<file path="src/rtl/fetch_decode_unit.sv">
`default_nettype none
// ============================================================================
//  Module      : fetch_decode_unit
//  Description : Instruction fetch/decode sequencer. Walks a ROM program from
//                address 0 and issues decoded opcode/ra/rb fields to an
//                execute stage through a valid/ready handshake. Stops on an
//                "out" opcode, on an undefined opcode, or at the top of the
//                8-bit address space.
//  Options     : FDU_INSTR_COUNT_EN - adds the issued_count output, an
//                8-bit saturating count of handshakes since the last start.
//  Revision    : 1.0 - initial release
// ============================================================================
module fetch_decode_unit (
  input  logic       clk,
  input  logic       rst_n,
  input  logic       start,
  input  logic [1:0] prog_sel,
  output logic [1:0] prog,
  output logic [7:0] address,
  input  logic [7:0] instruction,
  output logic [3:0] opcode,
  output logic [1:0] ra,
  output logic [1:0] rb,
  output logic       instr_valid,
  input  logic       instr_ready,
`ifdef FDU_INSTR_COUNT_EN
  output logic [7:0] issued_count,
`endif
  output logic       busy,
  output logic       done,
  output logic       fault
);

  typedef enum logic [1:0] {
    S_IDLE  = 2'd0,
    S_FETCH = 2'd1,
    S_ISSUE = 2'd2,
    S_DONE  = 2'd3
  } state_t;

  localparam logic [3:0] OP_OUT   = 4'b1011;
  localparam logic [7:0] ADDR_MAX = 8'hFF;

  state_t     state_q, state_d;
  logic [1:0] prog_q,  prog_d;
  logic [7:0] addr_q,  addr_d;
  logic [7:0] ir_q,    ir_d;
  logic       fault_q, fault_d;

  logic       handshake;
  logic       op_undef;

  assign handshake = (state_q == S_ISSUE) && instr_ready;
  // Opcodes 4'b1110 and 4'b1111 are unassigned.
  assign op_undef  = (ir_q[7:5] == 3'b111);

  // State and datapath registers; reset aborts any run in progress.
  always_ff @(posedge clk or negedge rst_n) begin
    if (!rst_n) begin
      state_q <= S_IDLE;
      prog_q  <= 2'd0;
      addr_q  <= 8'd0;
      ir_q    <= 8'd0;
      fault_q <= 1'b0;
    end else begin
      state_q <= state_d;
      prog_q  <= prog_d;
      addr_q  <= addr_d;
      ir_q    <= ir_d;
      fault_q <= fault_d;
    end
  end

  // Next-state logic: one FETCH cycle, then ISSUE until the handshake.
  always_comb begin
    state_d = state_q;
    prog_d  = prog_q;
    addr_d  = addr_q;
    ir_d    = ir_q;
    fault_d = fault_q;
    case (state_q)
      S_IDLE, S_DONE: begin
        if (start) begin
          prog_d  = prog_sel;
          addr_d  = 8'd0;
          fault_d = 1'b0;
          state_d = S_FETCH;
        end
      end
      S_FETCH: begin
        ir_d    = instruction;
        state_d = S_ISSUE;
      end
      S_ISSUE: begin
        if (handshake) begin
          if (ir_q[7:4] == OP_OUT) begin
            fault_d = 1'b0;
            state_d = S_DONE;
          end else if (op_undef || (addr_q == ADDR_MAX)) begin
            // Undefined opcode or running off the end of the ROM.
            fault_d = 1'b1;
            state_d = S_DONE;
          end else begin
            addr_d  = addr_q + 8'd1;
            state_d = S_FETCH;
          end
        end
      end
      default: state_d = S_IDLE;
    endcase
  end

`ifdef FDU_INSTR_COUNT_EN
  logic [7:0] count_q, count_d;

  // Handshake counter, cleared on each accepted start, saturating at 8'hFF.
  always_comb begin
    count_d = count_q;
    if (((state_q == S_IDLE) || (state_q == S_DONE)) && start) begin
      count_d = 8'd0;
    end else if (handshake && (count_q != 8'hFF)) begin
      count_d = count_q + 8'd1;
    end
  end

  // Counter register.
  always_ff @(posedge clk or negedge rst_n) begin
    if (!rst_n) begin
      count_q <= 8'd0;
    end else begin
      count_q <= count_d;
    end
  end

  assign issued_count = count_q;
`endif

  assign prog        = prog_q;
  assign address     = addr_q;
  assign opcode      = ir_q[7:4];
  assign ra          = ir_q[3:2];
  assign rb          = ir_q[1:0];
  assign instr_valid = (state_q == S_ISSUE);
  assign busy        = (state_q == S_FETCH) || (state_q == S_ISSUE);
  assign done        = (state_q == S_DONE);
  assign fault       = fault_q;

endmodule
`default_nettype wire
</file>
<file path="config.mk">
export PLATFORM = sky130hd
export DESIGN_NAME = fetch_decode_unit
export DESIGN_NICKNAME = d
export VERILOG_FILES = /design/src/rtl/fetch_decode_unit.sv
export SDC_FILE = /design/constraint.sdc
export NUM_CORES = 1
export LEC_CHECK = 0
export ABC_AREA = 1
export CORE_MARGIN = 8
export CORE_UTILIZATION = 46
export CTS_BUF_LIST = sky130_fd_sc_hd__clkbuf_8
export DETAILED_ROUTE_END_ITERATION = 6
export HOLD_SLACK_MARGIN = 0.02
export PLACE_DENSITY = 0.79
export SYNTH_ARGS = -nofsm -noshare
export SYNTH_HDL_FRONTEND = slang
export SYNTH_SLANG_ARGS = --single-unit
</file>
<file path="constraint.sdc">
create_clock -name clk -period 1.5 [get_ports clk]
set_input_delay 0.3 -clock clk [delete_from_list [all_inputs] [get_ports clk]]
set_output_delay 0.3 -clock clk [all_outputs]
set_load 0.02 [all_outputs]
</file>
## Word-level counts from Yosys, hierarchy flattened

Cells that the tools add are included.
W data, S select, Z words.

| operators by class | value |
|---|---|
| multiplexer cells | 15 |
| equality and inequality tests | 11 |
| reductions and logical operators | 10 |
| $add $sub $neg | 1 |

Operators with widths:

| kind | number |
|---|---|
| $mux W8 | 4 |
| $pmux W8 S2 | 1 |
| $add A8 B1 Y8 const B | 1 |
| $eq A8 B8 Y1 const B | 1 |
| $mux W2 | 4 |
| $ne A2 B2 Y1 const B | 3 |
| $pmux W2 S3 | 1 |
| $reduce_and A5 Y1 | 1 |
| $eq A2 B2 Y1 const B | 2 |
| $eq A4 B4 Y1 const B | 1 |
| $mux W1 | 4 |
| $reduce_and A2 Y1 | 2 |
| $reduce_and A4 Y1 | 1 |
| $eq A3 B3 Y1 const B | 1 |
| $ne A3 B1 Y1 const B | 1 |
| $eq A2 B1 Y1 const B | 1 |
| $logic_not A2 Y1 | 1 |
| $logic_or A1 B1 Y1 | 2 |
| $ne A2 B1 Y1 const B | 1 |
| $pmux W1 S2 | 1 |
| $reduce_bool A2 Y1 | 1 |
| $reduce_or A2 Y1 | 1 |
| $logic_and A1 B1 Y1 | 1 |

| storage, ports and cells | value |
|---|---|
| input bits | 14 |
| register bits | 21 |
| output and inout bits | 22 |

## Longest topological paths before layout

Gate-level depths: netlist (run 1).

| depth | value |
|---|---|
| word-level depth | 6 |
| gate-level depth with buffers | 10 |

## Worst setup path before layout (run 1)

OpenSTA, ideal clock, no wires.

| timing path | value |
|---|---|
| path type | register to register |
| start point | register state_q[0] |
| end point | register fault_q (netlist: fault) |
| period minus slack after synthesis | 1.541 ns |
| data arrival time | 1.420 ns |
| slack | -0.041 ns |
| cell stages (with the launch flop) | 10 |
| cells stage by stage | dfrtp_1 inv_1 ha_1 buf_4 nand2_1 o21ai_2 nor2_4 nand2_1 nand2_1 o21ai_1 |

| on the way | value |
|---|---|
| longest elaborated chain between the ends | 4 |
| elaborated cells on any way between the ends | 11 |

RTL lines:

| what | RTL line | RTL |
|---|---|---|
| start, declared | 44 | `state_t state_q, state_d;` |
| start signal, assigned | 66 | `state_q <= state_d;` |
| $eq A2 B2 Y1 (*) | - |  |
| via instr_valid | 24 | `output logic instr_valid,` |
| $logic_and A1 B1 Y1 | 53 | `assign handshake = (state_q == S_ISSUE) && instr_ready;` |
| $ne A2 B1 Y1 (no line) | - |  |
| $reduce_and A4 Y1 (no line) | - |  |
| end signal, assigned | 70 | `fault_q <= fault_d;` |
| end, declared | 48 | `logic fault_q, fault_d;` |

The timed path passes the listed nets; every way through them passes the cells marked *.
A chain may end at the register's enable or synchronous reset.

## Worst setup path in the final report (run 1)

| timing path | value |
|---|---|
| start point | register state_q[0] |
| end point | output port busy |

| on the way | value |
|---|---|
| longest elaborated chain between the ends | 2 |
| elaborated cells on any way between the ends | 3 |

RTL lines:

| what | RTL line | RTL |
|---|---|---|
| $eq A2 B1 Y1 / $eq A2 B2 Y1 (equally long branches) | 144 | `assign busy = (state_q == S_FETCH) \|\| (state_q == S_ISSUE);` |
| $logic_or A1 B1 Y1 (*) | 144 |  |
| end, declared | 29 | `output logic busy,` |

Every way passes the cells marked *; elsewhere a longest branch is shown, timed or not.

==> results.txt, run 1 <==
Mapped Nets = 169
Clock transition at the registers of the reported paths = 0.07 ns
Worst Path Arrival = 1.15 ns
Placeable Area = 2410 µm²
Worst Setup Path Type = reg2out
Grt peak-use layer = met2
CTS tree = yes
DR DRC count = 0
Drt total wl = 2.95 mm
Post-synth ARST share = 100%
Met2 Use GR = 26.8%
Vias in the first global route = 1148
VDD IR-drop max = 0.00135 V
Die W = 65.9 µm
Area post-placement = 1590 µm²
Initial core utilization = 47.6%
Clock Path Buffers = 2
Top cells by area, synth = dfrtp_1, nand2_1, ha_1
Critical path's slowest cell = dfrtp_1
Nets = 219
DIE AREA = 4340 µm²
Most instantiated library cell after synthesis = nand2_1
# diodes = 0
Row count = 18
Skew final = 0.000999 ns
Area share of the largest cell type after synthesis = 45.9%
Power Dens Cells = 1790 nW/µm²
FMAX = 688 MHz
GR Util met3 = 5.76%
Post-Synthesis Cells = 150
Share of cells above drive strength 1 = 20.1%
Total I/O pin count = 36
Finished Cell Area = 1690 µm²
Final ANT Viol Nets = 0
CTS Root Cell = clkbuf_8
Global Route met1 Usage = 12.6%
Largest stage delay on the critical path = 0.39 ns
FILL cells = 200
Endpoints failing setup = 0
Vias per inst = 4.81
Worst setup SP type = flop
Max Fanout on Critical Path = 2
Tcrit/Tclk final = 96.9%
EDFF count, synth = 0
Global-route wire length before repair = 4.81 mm
Vias = 1101
GR Overflow Total = 0
Synthesized cell area = 1150 µm²
Num CTS Buffers = 3
Initial antenna violation count = 0
Minimum clock period = 1.45 ns
Synth Area per Inst = 7.64 µm²
Worst skew pair latency = 0.26 ns
Max cap viols = 0
Register Area = 527 µm²
Chip height = 65.9 µm
CP Capture Type = output pin
H-Tree Depth = 1
Critical Path RT = 1.20 ns
Synth Flop Type = dfrtp_1
Placed cells = 222
Clk sink count = 21
HP Class = in2async
Top cells by count, synth = nand2_1, dfrtp_1, inv_1, nor2_1, nand3_1
Global-route usage over all layers = 14.0%
Yosys reg bits = 21
Fin cells = 229
HPWL after DPL = 2.20 mm
Post-synth cell types = 19
DRT Pass-1 Iters = 4
Worst-margin pin slew = 0.271 ns
Yosys warns = 0
Pre-CTS setup slack = -0.153 ns
Area delta synth->final = 47.7%
Crit path top cell by count = inv_2
Leading area contributor after synthesis = dfrtp_1
Sequential fraction of the synthesis area = 45.9%
Worst setup margin = 0.0460 ns
Multi-input logic area = 617 µm²
Largest net degree at the start of global routing = 22
Static Leak = 0.895 nW
Worst-path cell chain = inv_2 > ha_4 > inv_2 > buf_2
Status = finished, final reports clean
Final Hold Viols = 0
GPL Wtd Cong = 0.830
1st-iter DRT viols = 34
WL per Instance = 12.9 µm
Relative slew slack = 81.9%
Port Buffers = 35
Pins over their slew limit = 0
==> state kept, by name, indices dropped and copies added, names as in the netlist <==
name     cells
address      8
fault        1
ir_q         8
prog         2
state_q      2
==> cell type report <==
type | count | share of cell area, %
Tap cell | 30 | 2.22
Sequential cell | 21 | 31.1
Multi-Input combinational cell | 112 | 36.4
Clock buffer | 3 | 2.44
Inverter | 15 | 3.33
Timing Repair Buffer | 47 | 24.2
Clock inverter | 1 | 0.222
==> metal layers <==
metal  up-vias  part of all wire, %
met3         4                  7.7
met4         0                 0.92
met5         -                    0
met2        28                   52
met1       511                   39
li1        558                    -
==> power breakdown <==
group          leakage (nW)  switching, mW  internal [mW]  total (mW)
registers             0.269          0.121          0.753       0.874
logic                 0.600           1.08          0.705        1.79
clock network        0.0269          0.181          0.182       0.363
total                 0.895           1.38           1.64        3.02
==> per-stage QoR <==
step | setup TNS, ns | hold WS [ns] | util (%) | power [mW]
6_report | 0 | 0.373 | 70.2 | 3.02
5_1_grt | -0.00368 | 0.408 | 70.2 | 3.23
4_1_cts | 0 | 0.383 | 68.3 | 2.94
3_5_place_dp | -0.658 | 0.472 | 66.1 | 2.59
3_3_place_gp | -0.179 | 0.454 | 66.1 | 2.52
2_1_floorplan | 0 | 0.00441 | - | 1.84
==> critical path: cells and delay by family (launching register included) <==
family	cells	cell delay [ns]
flops	1	0.39
buf+inv	3	0.30
fa+ha+maj	1	0.20
==> logic make-up after synthesis <==
kind of cell / share of synthesized area (%)
XOR/XNOR: 0.764
flip-flops: 45.9
multiplexers: 1.96
AO/OA/AOI/OAI: 5.13
AND/OR/NAND/NOR: 34.9
buffers and inverters: 5.89
adder cells (fa/ha/maj): 5.46
==> worst paths after layout <==
kind                                        start                      to  slack (ns)  cells after the start
min in group clk              ir_q[3]$_DFFE_PN0N_     ir_q[3]$_DFFE_PN0N_        0.48                      2
hold / removal                              rst_n  address[4]$_DFFE_PN0P_        0.37                      2
max in group asynchronous                   rst_n  address[0]$_DFFE_PN0P_        0.90                      2
hold reg to reg               ir_q[3]$_DFFE_PN0N_     ir_q[3]$_DFFE_PN0N_        0.48                      2
setup / recovery           state_q[0]$_DFFE_PN0P_                    busy        0.05                      4
setup reg to reg           state_q[0]$_DFFE_PN0P_     prog[0]$_DFFE_PN0P_        0.06                      6
==> cells in the final DEF, fill, tap and decap left out, types with 7 or more instances in the layout <==
| master | n |
|---|---|
| clkdlybuf4s50_1 | 13 |
| dfrtp_1 | 20 |
| nand3_1 | 7 |
| inv_1 | 12 |
| nor2_1 | 11 |
| buf_4 | 11 |
| dlygate4sd2_1 | 19 |
| nand2_1 | 61 |
==> what timing repair did <==
item | 4_1_cts | 5_1_grt
buffers inserted | 2 | 2
endpoints found under the setup margin | 32 | 10
endpoints found under the hold margin | 0 | 0
gates resized for setup | 34 | 12
cloned | 0 | 0
hold buffers | 0 | 0
pin swaps | 4 | 10
Power figures use the tool's default switching activity.
==> run 2, diff against run 1 <==
--- a/config.mk
+++ b/config.mk
@@ -6,12 +6,14 @@
 export NUM_CORES = 1
 export LEC_CHECK = 0
 export ABC_AREA = 1
+export CELL_PAD_IN_SITES_DETAIL_PLACEMENT = 0
+export CELL_PAD_IN_SITES_GLOBAL_PLACEMENT = 1
 export CORE_MARGIN = 8
-export CORE_UTILIZATION = 46
+export CORE_UTILIZATION = 34
 export CTS_BUF_LIST = sky130_fd_sc_hd__clkbuf_8
 export DETAILED_ROUTE_END_ITERATION = 6
 export HOLD_SLACK_MARGIN = 0.02
-export PLACE_DENSITY = 0.79
+export PLACE_DENSITY_LB_ADDON = 0.1
 export SYNTH_ARGS = -nofsm -noshare
 export SYNTH_HDL_FRONTEND = slang
 export SYNTH_SLANG_ARGS = --single-unit
==> results.txt, run 2 (synthesized netlist as in run 1, its figures left out) <==
Status = finished, final reports clean
GPL Wtd Cong = 0.729 (-12%)
Initial antenna violation count = 0 (unchanged)
Pins over their slew limit = 0 (unchanged)
HPWL after DPL = 2.24 mm (+1.6%)
Share of cells above drive strength 1 = 21.2% (+1.1 points)
Max cap viols = 0 (unchanged)
Multi-input logic area = 606 µm² (-1.8%)
Register Area = 526 µm² (-0.24%)
CTS Root Cell = clkbuf_8
Net Sw Frac = 44.1% (-1.6 points)
Nets = 223 (+1.8%)
Skew final = 0.00209 ns (+0.00109 ns)
Worst setup margin = 0.0125 ns (-0.0336 ns)
Vias = 1114 (+1.2%)
Fin cells = 249 (+8.7%)
Port Buffers = 35 (unchanged)
Clock share of power = 12.5% (+0.5 points)
Final Hold Viols = 0 (unchanged)
Global-route usage over all layers = 11.5% (-2.5 points)
Tcrit/Tclk final = 99.2% (+2.2 points)
DIE AREA = 5480 µm² (+26%)
NetSw = 1.31 mW (-5.1%)
Pint = 1.66 mW (+1.3%)
Largest net degree at the start of global routing = 22 (unchanged)
Placeable Area = 3280 µm² (+36%)
Vias in the first global route = 1087 (-5.3%)
FMAX = 672 MHz (-2.3%)
GR Overflow Total = 0 (unchanged)
RSZ-0062 raised after global routing = yes
WHS = 0.390 ns (+0.0173 ns)
Num CTS Buffers = 3 (unchanged)
DR DRC count = 0 (unchanged)
DRT Pass-1 Iters = 4 (unchanged)
Worst Setup Path Type = reg2reg
Global Route met1 Usage = 13.2% (+0.63 points)
Static Leak = 0.916 nW (+2.3%)
Worst Path Arrival = 1.65 ns (+0.50 ns)
WL per Instance = 11.3 µm (-12%)
Row count = 21 (+3)
Clk sink count = 21 (unchanged)
Combinational share of power = 58.5% (-0.6 points)
Initial core utilization = 34.9% (-13 points)
FILL cells = 328 (+64%)
Pre-CTS setup slack = -0.137 ns (+0.0156 ns)
Die W = 74.1 µm (+12%)
Worst-margin pin slew = 0.276 ns (+0.00517 ns)
Max Fanout on Critical Path = 5 (+3)
Final ANT Viol Nets = 0 (unchanged)
Grt peak-use layer = met2
GR Util met3 = 3.91% (-1.9 points)
Met2 Use GR = 20.0% (-6.8 points)
Register share of total power = 29.0% (about the same)
HP Class = in2async
Power Dens Cells = 1710 nW/µm² (-4.3%)
Chip height = 74.1 µm (+12%)
Most frequent cells in the layout = nand2_1, dfrtp_1, dlygate4sd2_1
Drt total wl = 2.83 mm (-4.2%)
VDD IR-drop max = 0.000854 V (-37%)
Placed cells = 243 (+9.5%)
# hold bufs at CTS = 0 (unchanged)
Total I/O pin count = 36 (unchanged)
# diodes = 0 (unchanged)
H-Tree Depth = 1 (unchanged)
Minimum clock period = 1.49 ns (+0.0336 ns)
Commonest non-fill, non-tap cell in the layout = nand2_1
Worst skew pair latency = 0.26 ns (about the same)
1st-iter DRT viols = 63 (+85%)
Area delta synth->final = 52.0%
Clock Path Buffers = 2 (unchanged)
Pwr Total = 2.97 mW (-1.6%)
Endpoints failing setup = 0 (unchanged)
Relative slew slack = 81.6% (-0.34 points)
Critical Path RT = 1.66 ns (+0.46 ns)
Global-route wire length before repair = 4.95 mm (+3.0%)
Worst setup SP type = flop
Vias per inst = 4.47 (-6.9%)
CTS tree = yes
Clock transition at the registers of the reported paths = 0.08 ns (about the same)
CP Capture Type = flop
-- run 2: path summary, 6_finish.rpt --
path / startpoint / endpoint / slack, ns / cells past startpoint
max: state_q[1]$_DFFE_PN0P_ / address[0]$_DFFE_PN0P_ / 0.01 / 8
min: rst_n / prog[1]$_DFFE_PN0P_ / 0.39 / 2
max reg2reg: state_q[1]$_DFFE_PN0P_ / address[0]$_DFFE_PN0P_ / 0.01 / 8
min reg2reg: ir_q[1]$_DFFE_PN0N_ / ir_q[1]$_DFFE_PN0N_ / 0.48 / 2
max in group asynchronous: rst_n / address[4]$_DFFE_PN0P_ / 0.89 / 2
min in group clk: ir_q[1]$_DFFE_PN0N_ / ir_q[1]$_DFFE_PN0N_ / 0.48 / 2
-- run 2: layout make-up --
type / instances / share of cell area [%]
tap: 46 / 3.30
clock inverter: 1 / 0.216
sequential: 21 / 30.2
clock buffer: 3 / 2.37
timing repair buffer: 51 / 25.9
multi-input combinational: 112 / 34.8
inverter: 15 / 3.23
-- run 2: critical path: stages, from the launching register on --
cell,delay [ns]
dfrtp_1,0.41
ha_4,0.28
inv_2,0.04
buf_6,0.11
o21ai_4,0.22
nor2_4,0.10
buf_6,0.13
nand3_2,0.06
nand2_1,0.04
-- run 2: power by group through the flow --
stage	clock [mW]	combinational [mW]	sequential (mW)
after floorplan	0	0.764	1.07
after global placement	0	1.71	0.866
after detailed placement	0	1.73	0.873
after CTS	0.388	1.61	0.857
after global routing	0.417	1.92	0.894
final	0.371	1.74	0.862
-- run 2: layer usage --
metal	vias to the layer above	part of all wire (%)
met5	-	0
met4	0	0.57
met3	4	6.5
met2	20	51
met1	521	42
li1	569	-
-- run 2: timing repair --
item	in CTS	in global routing
endpoints found under the setup margin	31	11
pin swaps	0	11
resized for setup	30	15
setup buffers	0	2
-- run 2: through the flow --
| stage | TNS [ns] | instance area [µm²] | utilization (%) |
|---|---|---|---|
| 2_1_floorplan | 0 | 1150 | - |
| 3_3_place_gp | -0.354 | 1650 | 50.2 |
| 3_5_place_dp | -0.478 | 1650 | 50.2 |
| 4_1_cts | 0 | 1670 | 50.8 |
| 5_1_grt | -0.518 | 1740 | 53.0 |
| 6_report | 0 | 1740 | 53.0 |
